## src/rtl/lfsr_way_scheduler.sv

```systemverilog
// Victim-way scheduler: first free way, otherwise an LFSR-seeded round-robin
// scan past locked ways. One request in flight; registered response outputs.
module lfsr_way_scheduler #(
  parameter int unsigned NumWays = 8,
  parameter logic [15:0] Seed    = 16'h0000,
  localparam int unsigned LogWays = $clog2(NumWays)
) (
  input  logic               clk_i,
  input  logic               rst_i,
  input  logic               flush_i,
  input  logic               req_valid_i,
  output logic               req_ready_o,
  input  logic [NumWays-1:0] valid_ways_i,
  input  logic [NumWays-1:0] lock_ways_i,
  output logic               rsp_valid_o,
  input  logic               rsp_ready_i,
  output logic [NumWays-1:0] rsp_way_oh_o,
  output logic [LogWays-1:0] rsp_way_bin_o,
  output logic               rsp_none_o,
  output logic               busy_o
);

  typedef enum logic [1:0] {
    IDLE,
    SEARCH,
    RESP
  } state_e;

  state_e               state_q, state_d;
  logic [15:0]          lfsr_q, lfsr_d;
  logic [NumWays-1:0]   cand_q, cand_d;
  logic [LogWays-1:0]   idx_q, idx_d;
  logic                 rsp_valid_q, rsp_valid_d;
  logic [NumWays-1:0]   rsp_oh_q, rsp_oh_d;
  logic [LogWays-1:0]   rsp_bin_q, rsp_bin_d;
  logic                 rsp_none_q, rsp_none_d;

  logic [15:0]          lfsr_adv;
  logic [NumWays-1:0]   free_w;
  logic [NumWays-1:0]   cand_w;
  logic                 free_hit;
  logic [LogWays-1:0]   free_idx;

  always_comb begin
    state_d     = state_q;
    lfsr_d      = lfsr_q;
    cand_d      = cand_q;
    idx_d       = idx_q;
    rsp_valid_d = rsp_valid_q;
    rsp_oh_d    = rsp_oh_q;
    rsp_bin_d   = rsp_bin_q;
    rsp_none_d  = rsp_none_q;

    lfsr_adv = {lfsr_q[14:0], ~(lfsr_q[15] ^ lfsr_q[12] ^ lfsr_q[5] ^ lfsr_q[1])};
    cand_w   = ~lock_ways_i;
    free_w   = ~valid_ways_i & ~lock_ways_i;

    free_hit = 1'b0;
    free_idx = '0;
    for (int unsigned i = 0; i < NumWays; i++) begin
      if (free_w[i] && !free_hit) begin
        free_hit = 1'b1;
        free_idx = LogWays'(i);
      end
    end

    unique case (state_q)
      IDLE: begin
        if (req_valid_i) begin
          cand_d = cand_w;
          if (cand_w == '0) begin
            rsp_none_d  = 1'b1;
            rsp_oh_d    = '0;
            rsp_bin_d   = '0;
            rsp_valid_d = 1'b1;
            state_d     = RESP;
          end else if (free_hit) begin
            rsp_none_d  = 1'b0;
            rsp_oh_d    = NumWays'(1) << free_idx;
            rsp_bin_d   = free_idx;
            rsp_valid_d = 1'b1;
            state_d     = RESP;
          end else begin
            idx_d   = lfsr_q[LogWays-1:0];
            state_d = SEARCH;
          end
        end
      end
      SEARCH: begin
        // Index wraps naturally since NumWays is a power of two.
        if (cand_q[idx_q]) begin
          rsp_none_d  = 1'b0;
          rsp_oh_d    = NumWays'(1) << idx_q;
          rsp_bin_d   = idx_q;
          rsp_valid_d = 1'b1;
          state_d     = RESP;
        end else begin
          idx_d = idx_q + LogWays'(1);
        end
      end
      RESP: begin
        if (rsp_ready_i) begin
          rsp_valid_d = 1'b0;
          lfsr_d      = lfsr_adv;
          state_d     = IDLE;
        end
      end
      default: state_d = IDLE;
    endcase

    if (flush_i) begin
      state_d     = IDLE;
      lfsr_d      = Seed;
      rsp_valid_d = 1'b0;
      rsp_oh_d    = '0;
      rsp_bin_d   = '0;
      rsp_none_d  = 1'b0;
    end
  end

  always_ff @(posedge clk_i) begin
    if (rst_i) begin
      state_q     <= IDLE;
      lfsr_q      <= Seed;
      cand_q      <= '0;
      idx_q       <= '0;
      rsp_valid_q <= 1'b0;
      rsp_oh_q    <= '0;
      rsp_bin_q   <= '0;
      rsp_none_q  <= 1'b0;
    end else begin
      state_q     <= state_d;
      lfsr_q      <= lfsr_d;
      cand_q      <= cand_d;
      idx_q       <= idx_d;
      rsp_valid_q <= rsp_valid_d;
      rsp_oh_q    <= rsp_oh_d;
      rsp_bin_q   <= rsp_bin_d;
      rsp_none_q  <= rsp_none_d;
    end
  end

  assign req_ready_o   = (state_q == IDLE);
  assign busy_o        = (state_q != IDLE);
  assign rsp_valid_o   = rsp_valid_q;
  assign rsp_way_oh_o  = rsp_oh_q;
  assign rsp_way_bin_o = rsp_bin_q;
  assign rsp_none_o    = rsp_none_q;

endmodule

```

## config.mk

```make
export PLATFORM = sky130hd
export DESIGN_NAME = lfsr_way_scheduler
export DESIGN_NICKNAME = d
export VERILOG_FILES = /design/src/rtl/lfsr_way_scheduler.sv
export SDC_FILE = /design/constraint.sdc
export NUM_CORES = 1
export LEC_CHECK = 0
export CAP_MARGIN = 20
export CORE_ASPECT_RATIO = 0.9
export CORE_MARGIN = 3
export CORE_UTILIZATION = 25
export CTS_BUF_LIST = sky130_fd_sc_hd__clkbuf_4 sky130_fd_sc_hd__clkbuf_8 sky130_fd_sc_hd__clkbuf_16
export DETAILED_ROUTE_END_ITERATION = 8
export PLACE_DENSITY = 0.47
export SYNTH_ARGS = -nofsm -noshare
export SYNTH_HDL_FRONTEND = slang
export SYNTH_SLANG_ARGS = --single-unit
```

## constraint.sdc

```tcl
create_clock -name clk_i -period 2.07 [get_ports clk_i]
set_input_delay 0.207 -clock clk_i [delete_from_list [all_inputs] [get_ports clk_i]]
set_output_delay 0.207 -clock clk_i [all_outputs]
set_load 0.02 [all_outputs]
```

==> results by group <==
STA
  – Fmax: about 0.5 GHz
  – Tmin final: between 1.5 and 2 ns
  – Fin Clk Skew: slightly above 0.009 ns
  – Final Hold Fails: 0
  – Worst hold slack: 0.4446 ns
  – Max_slew headroom: between 50 and 60%
  – Final worst-path cycle share: between 90% and 100%
  – Least-Margin Pin Slew: just over 0.6 ns
  – RSZ-0062 raised after global routing: no
  – Endpoints failing setup: 0
  – Max-slew violations: 0

Drt
  – Final wirelength: around 5500 um
  – Avg WL per Cell: 13.92 um
  – Initial drt markers: 77
  – Final ANT Viol Nets: 0
  – TritonRoute pass-1 iters: 4
  – Routed vias/inst: between 4 and 5
  – Via count: around 2000
  – # DRC: 0

Place
  – DP HPWL: about 4200 um
  – Number of instances in the placed design: 386
  – Post-DP Area: 2671 um^2
  – Buffers on Ports: 35
  – Final GP Congestion: roughly 0.8

Synthesis
  – Number of synthesized flops with an enable pin: 0
  – Post-synth top cells: 42 x dfxtp_1, 41 x nand2_1, 21 x a21oi_1
  – Ys async rst share: 0%
  – Synth unique cells: 49
  – Post-synth top area share: between 30% and 40%
  – Cell area after synthesis: between 2000 and 2500 um^2
  – Part of the Yosys area used for sequential elements: roughly 40%
  – Synth top area cells: dfxtp_1 40%, nand2_1 7.3%, a21oi_1 5.0%, a211oi_1 4.3%, ha_1 3.6%
  – Cell taking the most area after synthesis: dfxtp_1
  – Post-synthesis cell count: 245
  – Synth Area per Inst: about 8.6 um^2
  – Most common cell in the synthesized netlist: dfxtp_1
  – Synth warnings: 0
  – Seq cells post-synth: 42
  – Net count after synthesis: roughly 270
  – Predominant post-synthesis flop cell: dfxtp_1

Power and ir drop
  – Static Leak: around 0.97 nW
  – Max VDD drop: between 0.3 and 0.4 mV
  – Power density over the cells: between 600 and 700 nW/um^2

Clock tree
  – Worst-skew pair later-pin latency: 0.29 ns
  – CTS tree: built
  – Clock tree sinks: 42
  – Root Buffer: clkbuf_8
  – TritonCTS buffer count: 5
  – # hold bufs at CTS: 0
  – Htree depth: 2
  – CTS clk-pin slew, worst paths: roughly 0.080 ns
  – Clk buf depth: 2

Outcome
  – Status: complete, no violations

GRT
  – First-pass GRT wire length: around 9300 um
  – Vias in the first global route: ~1900
  – Initial antenna violation count: 0
  – Largest net degree at the start of global routing: 32
  – GR Util All Layers: between 10 and 15%
  – Global route total overflow: 0

Cells and area
  – Fillers: ~860
  – Net count reported at finish: around 320
  – Layout cell share with drive strength beyond 1: between 10% and 20%
  – Post-route insts no fill: 394
  – Area Growth Syn to Fin: 32.38%
  – Final instance area: 2793 um^2
  – Ant. Diodes: 0

Floorplanning
  – Core area: ~8100 um^2
  – Die Ht: 93.15 um
  – Initial core utilization: between 20 and 30%
  – Chip Width: ~100 um
  – Die Area: approximately 9600 um^2
  – Io pins: 36
  – Row count: 31

Worst setup path
  – CP peak stage delay: roughly 0.62 ns
  – Data required time of the worst path: 2.23 ns
  – Worst-path cell chain: mux4_1 > mux2i_2 > nand2_1 > a221oi_1 > a311oi_1
  – CP arrival: ~2.1 ns
  – CP endpoint kind: register
  – Top delay family on crit path: multiplexers
  – Crit start category: register
  – Worst-path fanout max: 5
  – CP Class: reg2reg
  – Slowest cell on the critical path: mux4_1
  – Worst path bufs/invs: 0

Flow run
  – Number of max-cap violations: 0

Worst hold path
  – Worst hold path class: reg2reg
-- flip-flops by register name, summed over array words and instances, names as in the netlist --
name           count
lfsr_q            16
state_q            2
cand_q             8
rsp_none_o         1
rsp_way_oh_o       8
idx_q              3
rsp_valid_o        1
rsp_way_bin_o      3
-- stage by stage --
step | power, mW | setup TNS [ns] | setup WS, ns | util, %
2_1_floorplan | 1.043 | 0 | 0.3037 | -
3_3_place_gp | 1.187 | -0.06132 | -0.03281 | 32.80
3_5_place_dp | 1.184 | 0 | 0.005169 | 32.80
4_1_cts | 1.853 | 0 | 0.05049 | 34.19
5_1_grt | 1.925 | 0 | 0.01302 | 34.29
6_report | 1.835 | 0 | 0.09316 | 34.29
-- layout by cell type, fill, tap and decap left out, types with 2 or more instances in the layout --
cell             count
nor2_1              16
xnor2_1              3
o22a_1               4
clkbuf_8             5
mux4_1               2
buf_4               22
nand2_1             41
dfxtp_1             41
nor4_1               2
clkdlybuf4s50_1     35
a21oi_1             21
nor2b_1              2
and2_1               2
nand4_1              2
a311oi_1             6
nor3_1              15
o22ai_1              3
a32oi_1              2
nand3_1              7
a211oi_2             2
o22a_2               2
nand3b_1             3
clkbuf_4             2
a211oi_1            12
or2_2                3
o21ai_0              4
nand2_4              2
ha_1                 6
inv_1                4
a31oi_1              3
-- kinds of logic (layout without fill, tap and decap cells) --
group,Yosys count,after routing,share of synthesized area (%)
simple gates,102,102,23.13
compound gates,69,69,24.14
flops,42,42,39.86
buf+inv,19,69,4.388
fa+ha+maj,6,6,3.559
mux,4,4,3.677
xor+xnor,3,3,1.246
-- metal layers --
metal	global-route usage [%]	share of wire, %
met1	16.91	51
met2	18.92	44
met3	2.237	4.0
met4	3.883	1.3
met5	0	0
-- repair_timing --
| action | 4_1_cts | 5_1_grt |
|---|---|---|
| endpoints found under the setup margin | 0 | 14 |
| resized for setup | 0 | 3 |
| setup buffers | 0 | 0 |
-- area by class of cell --
cell class	instances	area [um^2]	area share, %
multi-input cells	184	1182	42.34
flip-flops and latches	42	842.1	30.15
repair buffers	57	515.5	18.46
well taps	99	123.9	4.435
clock buffers	7	83.83	3.002
clock inverters	1	30.03	1.075
inverters	4	15.01	0.5376
-- path summary, 6_finish.rpt --
| path | endpoint | slack, ns | depth (start not counted) | startpoint |
|---|---|---|---|---|
| max | idx_q[1] | 0.09 | 5 | idx_q[1] |
| min | lfsr_q[7] | 0.44 | 2 | lfsr_q[6] |
| max reg2reg | idx_q[1] | 0.09 | 5 | idx_q[1] |
| min reg2reg | lfsr_q[7] | 0.44 | 2 | lfsr_q[6] |
-- where the power goes --
group	internal, mW	switching, mW
sequential	0.835	0.0160
combinational	0.150	0.166
clock	0.388	0.280
-- worst reg2reg max path: stages, from the launching register on --
cell and delay (ns):
dfxtp_2 0.40, mux4_1 0.62, mux2i_2 0.24, nand2_1 0.17, a221oi_1 0.33, a311oi_1 0.11
Power figures use the tool's default switching activity.
